[config.mk]
export PLATFORM = sky130hd
export DESIGN_NAME = regfile_dump_reader
export DESIGN_NICKNAME = d
export VERILOG_FILES = /design/src/rtl/regfile_dump_reader.sv
export SDC_FILE = /design/constraint.sdc
export NUM_CORES = 1
export LEC_CHECK = 0
export BUFFER_PORTS_ARGS = -buffer_cell sky130_fd_sc_hd__buf_2
export CORE_MARGIN = 1.5
export CORE_UTILIZATION = 30
export DETAILED_ROUTE_END_ITERATION = 12
export SKIP_CTS_REPAIR_TIMING = 1
export SYNTH_ARGS = -nofsm -noshare
export SYNTH_HDL_FRONTEND = slang
export SYNTH_SLANG_ARGS = --single-unit
[constraint.sdc]
create_clock -name clk -period 2.6 [get_ports clk]
set_clock_uncertainty 0.1 [all_clocks]
set_input_delay 0.13 -clock clk [delete_from_list [all_inputs] [get_ports clk]]
set_output_delay 0.13 -clock clk [all_outputs]
set_load 0.03 [all_outputs]
[src/rtl/regfile_dump_reader.sv]
// regfile_dump_reader: walks an inclusive, wrapping address range over a
// combinational regfile read port and streams each word on a valid/ready
// output for debug dump, context save or scan-out.
// Optional build macro: REGDUMP_CSUM_EN appends one XOR checksum beat.
module regfile_dump_reader #(
  parameter int WIDTH = 32,
  parameter int DEPTH = 32,
  localparam int ADDR_W = (DEPTH > 1) ? $clog2(DEPTH) : 1
) (
  input  logic              clk,
  input  logic              rst,
  input  logic              start,
  input  logic [ADDR_W-1:0] first_addr,
  input  logic [ADDR_W-1:0] last_addr,
  output logic              busy,
  output logic              done,
  output logic [ADDR_W-1:0] rf_rd_addr,
  input  logic [WIDTH-1:0]  rf_rd_data,
  output logic              m_valid,
  input  logic              m_ready,
  output logic [WIDTH-1:0]  m_data,
  output logic [ADDR_W-1:0] m_addr,
  output logic              m_last,
  output logic              m_csum
);

  typedef enum logic [1:0] {
    ST_IDLE = 2'd0,
    ST_RUN  = 2'd1,
    ST_CSUM = 2'd2
  } state_t;

  localparam logic [ADDR_W:0]   DEPTH_W  = (ADDR_W+1)'(DEPTH);
  localparam logic [ADDR_W:0]   CNT_ONE  = (ADDR_W+1)'(1);
  localparam logic [ADDR_W-1:0] ADDR_ONE = ADDR_W'(1);
  localparam logic [ADDR_W-1:0] ADDR_MAX = ADDR_W'(DEPTH - 1);

  state_t              state_q, state_d;
  logic [ADDR_W-1:0]   addr_q, addr_d;
  logic [ADDR_W:0]     remain_q, remain_d;
  logic                busy_q, busy_d;
  logic                done_q, done_d;
  logic                m_valid_q, m_valid_d;
  logic [WIDTH-1:0]    m_data_q, m_data_d;
  logic [ADDR_W-1:0]   m_addr_q, m_addr_d;
  logic                m_last_q, m_last_d;
`ifdef REGDUMP_CSUM_EN
  logic                m_csum_q, m_csum_d;
  logic [WIDTH-1:0]    csum_q, csum_d;
`endif

  logic [ADDR_W:0]     span;
  logic [ADDR_W-1:0]   next_addr;
  logic                refill;

  // Word count of the requested range, wrapping modulo DEPTH when last < first.
  always_comb begin
    span = '0;
    if (last_addr >= first_addr) begin
      span = {1'b0, last_addr} - {1'b0, first_addr} + CNT_ONE;
    end else begin
      span = {1'b0, last_addr} + DEPTH_W - {1'b0, first_addr} + CNT_ONE;
    end
  end

  assign next_addr = (addr_q == ADDR_MAX) ? '0 : addr_q + ADDR_ONE;

  // Output register can take a new word when empty or being drained this cycle.
  assign refill = (!m_valid_q || m_ready) && (remain_q != '0);

  // Next-state logic for the walk FSM, address walker and output beat register.
  always_comb begin
    state_d   = state_q;
    addr_d    = addr_q;
    remain_d  = remain_q;
    busy_d    = busy_q;
    done_d    = 1'b0;
    m_valid_d = m_valid_q;
    m_data_d  = m_data_q;
    m_addr_d  = m_addr_q;
    m_last_d  = m_last_q;
`ifdef REGDUMP_CSUM_EN
    m_csum_d  = m_csum_q;
    csum_d    = csum_q;
`endif
    unique case (state_q)
      ST_IDLE: begin
        if (start && !busy_q) begin
          state_d  = ST_RUN;
          busy_d   = 1'b1;
          addr_d   = first_addr;
          remain_d = span;
`ifdef REGDUMP_CSUM_EN
          csum_d   = '0;
`endif
        end
      end
      ST_RUN: begin
        if (refill) begin
          m_valid_d = 1'b1;
          m_data_d  = rf_rd_data;
          m_addr_d  = addr_q;
          remain_d  = remain_q - CNT_ONE;
          addr_d    = next_addr;
`ifdef REGDUMP_CSUM_EN
          // The checksum beat carries the last flag, never a data beat.
          m_last_d  = 1'b0;
          csum_d    = csum_q ^ rf_rd_data;
`else
          m_last_d  = (remain_q == CNT_ONE);
`endif
        end else if (m_valid_q && m_ready) begin
`ifdef REGDUMP_CSUM_EN
          // Final data beat leaves; replace it with the checksum beat.
          m_data_d  = csum_q;
          m_addr_d  = '0;
          m_last_d  = 1'b1;
          m_csum_d  = 1'b1;
          state_d   = ST_CSUM;
`else
          m_valid_d = 1'b0;
          m_last_d  = 1'b0;
          busy_d    = 1'b0;
          done_d    = 1'b1;
          state_d   = ST_IDLE;
`endif
        end
      end
      ST_CSUM: begin
        if (m_ready) begin
          m_valid_d = 1'b0;
          m_last_d  = 1'b0;
`ifdef REGDUMP_CSUM_EN
          m_csum_d  = 1'b0;
`endif
          busy_d    = 1'b0;
          done_d    = 1'b1;
          state_d   = ST_IDLE;
        end
      end
      default: begin
        state_d = ST_IDLE;
      end
    endcase
  end

  // State and output registers; synchronous active-low reset clears everything.
  always_ff @(posedge clk) begin
    if (!rst) begin
      state_q   <= ST_IDLE;
      addr_q    <= '0;
      remain_q  <= '0;
      busy_q    <= 1'b0;
      done_q    <= 1'b0;
      m_valid_q <= 1'b0;
      m_data_q  <= '0;
      m_addr_q  <= '0;
      m_last_q  <= 1'b0;
`ifdef REGDUMP_CSUM_EN
      m_csum_q  <= 1'b0;
      csum_q    <= '0;
`endif
    end else begin
      state_q   <= state_d;
      addr_q    <= addr_d;
      remain_q  <= remain_d;
      busy_q    <= busy_d;
      done_q    <= done_d;
      m_valid_q <= m_valid_d;
      m_data_q  <= m_data_d;
      m_addr_q  <= m_addr_d;
      m_last_q  <= m_last_d;
`ifdef REGDUMP_CSUM_EN
      m_csum_q  <= m_csum_d;
      csum_q    <= csum_d;
`endif
    end
  end

  assign busy       = busy_q;
  assign done       = done_q;
  assign rf_rd_addr = addr_q;
  assign m_valid    = m_valid_q;
  assign m_data     = m_data_q;
  assign m_addr     = m_addr_q;
  assign m_last     = m_last_q;
`ifdef REGDUMP_CSUM_EN
  assign m_csum     = m_csum_q;
`else
  assign m_csum     = 1'b0;
`endif

endmodule

## After elaboration in Yosys (flattened, before gate mapping)

Index checks and enable logic that the tools add are counted.

| operators by class | value |
|---|---|
| magnitude comparators | 1 |
| reduce and logical (&&, ||, !) cells | 16 |
| equality and inequality tests | 10 |
| mux-type cells | 26 |
| add/sub/neg operators | 7 |

Operators with widths:

| kind | count |
|---|---|
| $mux W6 | 3 |
| $mux W5 | 3 |
| $add A6 B1 Y6 const B | 2 |
| $pmux W6 S2 | 1 |
| $ne A2 B2 Y1 const B | 5 |
| $pmux W5 S2 | 1 |
| $mux W1 | 9 |
| $mux W2 | 4 |
| $add A5 B6 Y6 const B | 1 |
| $eq A6 B1 Y1 const B | 1 |
| $pmux W1 S2 | 3 |
| $pmux W2 S3 | 1 |
| $reduce_and A3 Y1 | 2 |
| $reduce_bool A6 Y1 | 1 |
| $sub A5 B5 Y6 | 1 |
| $sub A6 B1 Y6 const B | 1 |
| $sub A6 B5 Y6 | 1 |
| $add A5 B1 Y5 const B | 1 |
| $eq A5 B5 Y1 const B | 1 |
| $ge A5 B5 Y1 | 1 |
| $reduce_and A5 Y1 | 1 |
| $reduce_and A4 Y1 | 1 |
| $reduce_bool A2 Y1 | 2 |
| $logic_and A1 B1 Y1 | 3 |
| 9 further kinds | 10 |

| storage, ports and cells | value |
|---|---|
| bits of input ports | 46 |
| logic and storage cells | 69 |
| flip-flop bits (word level) | 54 |
| output and inout port bits | 47 |

## Logic depth before layout (Yosys ltp)

Gate-level depths: netlist of run 1.

| logic depth | value |
|---|---|
| depth after elaboration | 6 |
| gate-level depth with buffers | 11 |
| mapped depth without buffers | 11 |

## Worst setup path before layout of run 1

OpenSTA, ideal clock, no wires.

| timing path | value |
|---|---|
| kind | input to register |
| start | input first_addr[1] |
| end | register remain_q[3] |
| cell stages on the path | 11 |
| setup slack | 0.652 ns |
| arrival | 1.774 ns |
| setup time | 0.075 ns |
| path through | inv_1 > ha_1 > inv_1 > ha_1 > inv_1 > fa_1 > xor2_1 > nor2_1 > a41oi_1 > or2_2 > a31oi_1 |

| on the way | value |
|---|---|
| word-level cells in the longest chain between the ends | 5 |

Ends and longest elaborated chain:

| element | RTL line | text |
|---|---|---|
| start: declaration | 13 | `input logic [ADDR_W-1:0] first_addr,` |
| $sub A6 B5 Y6 / $sub A5 B5 Y6 (equally long branches) | 62, 60 |  |
| $add A6 B1 Y6 (on tied branches) | 62, 60 |  |
| $mux W6 * | 59 | `if (last_addr >= first_addr) begin` |
| $mux W6 * | 88 | `if (start && !busy_q) begin` |
| $pmux W6 S2 * | 86 | `unique case (state_q)` |
| end signal: assignment | 166 | `remain_q <= remain_d;` |
| end: declaration | 40 | `logic [ADDR_W:0] remain_q, remain_d;` |

Mark *: on every way between the ends. The rest lies on a longest branch, timed or not. The select of a mux whose other input is x is not followed.
A chain may end at the register's enable or synchronous reset.

## Final worst setup path of run 1

| timing path | value |
|---|---|
| start | register remain_q[0] |
| end | register remain_q[2] |

| on the way | value |
|---|---|
| word-level cells in the longest chain between the ends | 4 |

Ends and longest elaborated chain:

| element |
|---|
| branches (longest 4 deep; another with $sub A6 B1 Y6) |

Parallel ways; which one is timed is not known. The select of a mux whose other input is x is not followed.

==> impl_metrics.env, run 1 <==
export IMPL_p_leak_uw=0.001613
export IMPL_final_nets=482
export IMPL_syn_inst=304
export IMPL_hold_class="in2reg"
export IMPL_cp_required_ns=2.70
export IMPL_maxSlewViolCount=0
export IMPL_arrival_ns=2.08
export IMPL_synth_compound_area_share=0.2122
export IMPL_reg2reg_from="remain_q[0]$_SDFFE_PN0P_"
export IMPL_root_buffer="clkbuf_8"
export IMPL_synth_fa_ha_area_frac=0.09217
export IMPL_num_antenna_cells=0
export IMPL_initial_core_util=0.3140
export IMPL_ys_warnings_count=0
export IMPL_grt_pass1_wl_mm=9.549
export IMPL_yosysSeqAreaShare=0.3994
export IMPL_io_buffers=91
export IMPL_die_area_sq_um=9255
export IMPL_path_max_fanout=16
export IMPL_synth_edff_count=0
export IMPL_critPathLaunchType="flop"
export IMPL_insertion_delay_ns=0.30
export IMPL_path_class="reg2reg"
export IMPL_ant_nets=0
export IMPL_final_layout_size_suffix_gt1_frac=0.2816
export IMPL_finalCritPeriodShare=0.7613
export IMPL_detail_route_first_pass_iterations=4
export IMPL_synth_area_per_cell_sq_um=8.573
export IMPL_avgRoutedWirePerCell_um=12.81
export IMPL_synth_seq_cells=52
export IMPL_power_density_nw_per_um2=616.5
export IMPL_synth_distinct_cells=53
export IMPL_routed_wl_mm=6.715
export IMPL_cts_tree="done"
export IMPL_slew_headroom=0.6428
export IMPL_core_sq_um=8299
export IMPL_mostFrequentLayoutCells="buf_2, nand2_1, dfxtp_1"
export IMPL_fp_dieW_um=96.21
export IMPL_avgViaCountPerCell=4.662
export IMPL_drt_iter0_drc=49
export IMPL_rsz0062_at_grt="no"
export IMPL_placed_area_sq_um=3078
export IMPL_synthArstFlopShare=0
export IMPL_reg2regPathDepth=5
export IMPL_r2r_slack_ns=0.62
export IMPL_worst_pin_slew_ns=0.5341
export IMPL_ir_drop_mv=0.2507
export IMPL_rows=33
export IMPL_ctsHtreeMaxLevel=2
export IMPL_grt_pass1_vias=2093
export IMPL_area_growth_pct=34.09
export IMPL_fin_crit_ns=1.979
export IMPL_r2r_end="remain_q[2]$_SDFFE_PN0P_"
export IMPL_gp_congestion=0.7937
export IMPL_synth_xor_area_frac=0.01344
export IMPL_path_clk_slew_ns=0.10
export IMPL_status="finished, final reports clean"
export IMPL_maxCapViolCount=0
export IMPL_synth_mux_area_frac=0.008641
export IMPL_clk_path_buf_depth=2
export IMPL_dr_total_vias=2443
export IMPL_grt_overflow_total=0
export IMPL_setup_worst_path_end_class="flop"
export IMPL_hold_viol=0
export IMPL_hold_depth=4
export IMPL_fmax_ghz=0.5052
export IMPL_antenna_found_initial=0
export IMPL_grt_max_degree=39
export IMPL_syn_area_sq_um=2606
export IMPL_setup_violations=0
export IMPL_grt_use_total=0.1342
export IMPL_fin_area_sq_um=3495
export IMPL_drc=0
export IMPL_syn_num_nets=368
export IMPL_numCtsBuffers=5
export IMPL_hold_start="m_ready"
export IMPL_min_to="m_valid$_SDFFE_PN0P_"
export IMPL_synth_ff_type="dfxtp_1"
export IMPL_setup_tns_ns=0
export IMPL_num_io_pins=93
export IMPL_synth_top_family_by_area="compound AO/OA/AOI/OAI gates"
export IMPL_final_common_cell="buf_2"
export IMPL_dp_hpwl_mm=4.637
export IMPL_dieHeight_um=96.21
export IMPL_cts_sinks=52
export IMPL_yosys_area_share_simple=0.1940
==> how the worst max path moves through the flow <==
stage,from,to,slack [ns],depth (start not counted)
floorplan,first_addr[1],remain_q[3]$_SDFFE_PN0P_,0.65,11
global placement,first_addr[1],remain_q[3]$_SDFFE_PN0P_,0.46,12
detailed placement,first_addr[1],remain_q[3]$_SDFFE_PN0P_,0.40,12
CTS,remain_q[0]$_SDFFE_PN0P_,remain_q[2]$_SDFFE_PN0P_,0.64,5
global route,remain_q[0]$_SDFFE_PN0P_,m_data[30]$_SDFFE_PN0P_,0.46,7
finish,remain_q[0]$_SDFFE_PN0P_,remain_q[2]$_SDFFE_PN0P_,0.62,5
==> cells by family after synthesis <==
kind of cell    Yosys count
xor+xnor                  4
mux                       1
buf+inv                  37
compound gates           76
simple gates            115
flops                    52
fa+ha+maj                18
other cells               1
==> layout make-up <==
class / count / area [sq um]
Inverter: 18 / 67.56
Tap cell: 105 / 131.4
Multi-Input combinational cell: 215 / 1360
Sequential cell: 52 / 1041
Fill cell: 864 / 4805
Timing Repair Buffer: 126 / 798.3
Clock buffer: 6 / 82.58
Clock inverter: 2 / 13.76
==> sequential cells by signal (all words and copies together), names as in the netlist <==
name,flops
done,1
m_addr,5
m_data,32
m_last,1
m_valid,1
rf_rd_addr,5
busy,1
remain_q,6
==> power by group <==
group	switching [uW]	total, uW	internal, uW
registers	72.6	954	882
logic	446	708	262
clock network	273	492	218
==> synth_stat cells (3+ instances only) <==
library cell  number  area share
o21ai_0            5      0.0096
nand2_1           83        0.12
a21boi_0          15       0.043
a21oi_1           27       0.052
nand2b_1           4      0.0096
buf_2              5      0.0096
and3_1             3      0.0072
o211ai_1           4       0.012
dfxtp_1           52        0.40
inv_1             18       0.026
nor2_1             6      0.0086
buf_6              7       0.030
clkbuf_1           5      0.0072
ha_1              16       0.077
o211a_1            4       0.015
nand3_1            5      0.0096
==> layer usage <==
layer,vias up,global-route usage,share of wire
met3,9,0.03002,0.056
li1,1254,-,-
met5,-,0,0
met1,1101,0.1655,0.47
met2,79,0.2312,0.47
met4,0,0.04044,0.0097
==> critical path: stages (launching register included) <==
cell and delay, ns:
dfxtp_1 0.42, inv_1 0.12, ha_1 0.30, a41oi_4 0.48, o21ai_0 0.19, a31o_2 0.27
==> per-stage QoR <==
stage / hold slack [ns] / setup slack [ns] / util / power, uW / std cells
after CTS: -0.05532 / 0.6405 / 0.3825 / 2141 / 492
after floorplan: 0.1660 / 0.6516 / - / 1482 / 304
after detailed placement: 0.2812 / 0.4012 / 0.3709 / 1645 / 484
final: 0.04817 / 0.6206 / 0.4211 / 2155 / 524
after global routing: 0.06984 / 0.4577 / 0.4211 / 2294 / 524
after global placement: 0.2740 / 0.4638 / 0.3709 / 1635 / 484
Note: power is estimated with default switching activity, not from simulation.
==> run 2, diff against run 1 <==
- clock period: 2.6 -> 2.07 ns (I/O delays scaled with it)
==> impl_metrics.env, run 2 (same netlist as run 1, synthesis figures left out) <==
export IMPL_placed_area_sq_um=3141
export IMPL_cp_required_ns=2.19
export IMPL_area_growth_pct=37.73
export IMPL_place_inst=489
export IMPL_rows=33
export IMPL_gp_congestion=0.7729
export IMPL_dp_hpwl_mm=4.571
export IMPL_rsz0062_at_grt="no"
export IMPL_antenna_found_initial=0
export IMPL_grt_pass1_vias=2012
export IMPL_io_buffers=91
export IMPL_grt_use_total=0.1343
export IMPL_insertion_delay_ns=0.30
export IMPL_reg2regPathDepth=7
export IMPL_path_class="reg2reg"
export IMPL_crit_family="simple AND/OR/NAND/NOR gates"
export IMPL_drc=0
export IMPL_power_frac_comb=0.345
export IMPL_pwr_share_clk=0.221
export IMPL_crit_chain="inv_1 -> ha_1 -> nand3_2 -> and3_4 -> buf_12 -> nand2_1 -> a21boi_0"
export IMPL_p_switching_uw=993.8
export IMPL_reg2reg_from="remain_q[0]$_SDFFE_PN0P_"
export IMPL_grt_max_degree=37
export IMPL_slew_headroom=0.6659
export IMPL_ant_nets=0
export IMPL_r2r_end="m_data[30]$_SDFFE_PN0P_"
export IMPL_swShare=0.3610
export IMPL_setup_worst_path_end_class="flop"
export IMPL_instances_no_fill=532
export IMPL_worst_pin_slew_ns=0.5006
export IMPL_maxCapViolCount=0
export IMPL_finalCritPeriodShare=0.9009
export IMPL_cts_sinks=52
export IMPL_fin_ws_ns=0.2051
export IMPL_ir_drop_mv=0.3548
export IMPL_grt_pass1_wl_mm=9.618
export IMPL_critPathBufInv=2
export IMPL_power_density_nw_per_um2=767.0
export IMPL_drt_iter0_drc=87
export IMPL_status="finished, final reports clean"
export IMPL_p_leak_uw=0.001658
export IMPL_pre_cts_ws_ns=-0.07468
export IMPL_root_buffer="clkbuf_8"
export IMPL_startpoint="remain_q[0]$_SDFFE_PN0P_"
export IMPL_path_max_fanout=35
export IMPL_clk_path_buf_depth=2
export IMPL_numCtsBuffers=5
export IMPL_fp_dieW_um=96.21
export IMPL_setup_violations=0
export IMPL_hold_class="in2reg"
export IMPL_detail_route_first_pass_iterations=4
export IMPL_routed_wl_mm=6.688
export IMPL_avgRoutedWirePerCell_um=12.57
export IMPL_avgViaCountPerCell=4.660
export IMPL_core_sq_um=8299
export IMPL_fmax_ghz=0.5362
export IMPL_final_nets=490
export IMPL_dieHeight_um=96.21
export IMPL_hold_viol=0
export IMPL_maxSlewViolCount=0
export IMPL_critPathCapture="m_data[30]$_SDFFE_PN0P_"
export IMPL_largest_reg_flops=32
export IMPL_fin_area_sq_um=3590
export IMPL_critical_path_max_stage_delay_ns=0.44
export IMPL_die_area_sq_um=9255
export IMPL_final_common_cell="buf_2"
export IMPL_num_io_pins=93
export IMPL_cts_tree="done"
export IMPL_r2r_slack_ns=0.21
export IMPL_fin_crit_ns=1.865
export IMPL_critPathLaunchType="flop"
export IMPL_sequentialPowerShare=0.434
export IMPL_mostFrequentLayoutCells="buf_2, nand2_1, dfxtp_1"
export IMPL_crit_path_top_delay_cell="dfxtp_1"
export IMPL_cp_depth=7
export IMPL_setup_tns_ns=0
export IMPL_ctsHtreeMaxLevel=2
export IMPL_dr_total_vias=2479
export IMPL_path_clk_slew_ns=0.10
export IMPL_grt_overflow_total=0
export IMPL_initial_core_util=0.3140
export IMPL_p_int_uw=1759
export IMPL_arrival_ns=1.99
export IMPL_final_layout_size_suffix_gt1_frac=0.2927
export IMPL_num_antenna_cells=0
run 2: changes by cell type in the layout (fill, tap and decap cells not counted):
cell / delta
inv_6: -1
buf_4: +5
clkinv_2: -1
clkbuf_1: +1
buf_12: +3
clkinvlp_4: +1
run 2: layer usage:
layer	vias up	wire length (um)	GRT usage
met2	75	3127	0.2230
met4	0	34	0.02941
li1	1276	-	-
met5	-	0	0
met3	4	453	0.03397
met1	1124	3073	0.1745
run 2: worst register-to-register path: cells and delay by family (launching register included):
kind / cells / cell delay, ns
adders and majority gates: 1 / 0.29
AOI/OAI and AO/OA: 1 / 0.16
and+or+nand+nor: 3 / 0.48
buffers and inverters: 2 / 0.32
DFF: 1 / 0.44
run 2: cell type report:
cell class                      count  area (sq um)
Multi-Input combinational cell    215          1360
Timing Repair Buffer              134         895.9
Inverter                           18         67.56
Fill cell                         825          4710
Tap cell                          105         131.4
Sequential cell                    52          1041
Clock buffer                        7         86.33
Clock inverter                      1         7.507
run 2: how the worst min path moves through the flow:
| stage | start | end | cells past startpoint |
|---|---|---|---|
| after global routing | start | busy$_SDFFE_PN0P_ | 2 |
| after detailed placement | rf_rd_data[13] | m_data[13]$_SDFFE_PN0P_ | 3 |
| final | m_ready | m_valid$_SDFFE_PN0P_ | 4 |
| after CTS | rf_rd_data[13] | m_data[13]$_SDFFE_PN0P_ | 3 |
| after global placement | rf_rd_data[9] | m_data[9]$_SDFFE_PN0P_ | 3 |
| after floorplan | rf_rd_data[10] | m_data[10]$_SDFFE_PN0P_ | 2 |
run 2: metrics by stage:
step / total power [uW] / utilization / hold WS [ns]
final: 2753 / 0.4325 / 0.03257
after global routing: 2940 / 0.4325 / 0.03406
after CTS: 2715 / 0.3897 / -0.08052
after detailed placement: 2098 / 0.3784 / 0.2482
after global placement: 2088 / 0.3784 / 0.2498
after floorplan: 1862 / - / 0.1395
run 2: power by group through the flow:
stage	clock (uW)	sequential, uW	combinational [uW]
CTS	637	1190	885
floorplan	0	1370	488
detailed placement	0	1220	881
global placement	0	1210	875
finish	608	1190	950
global route	679	1210	1050
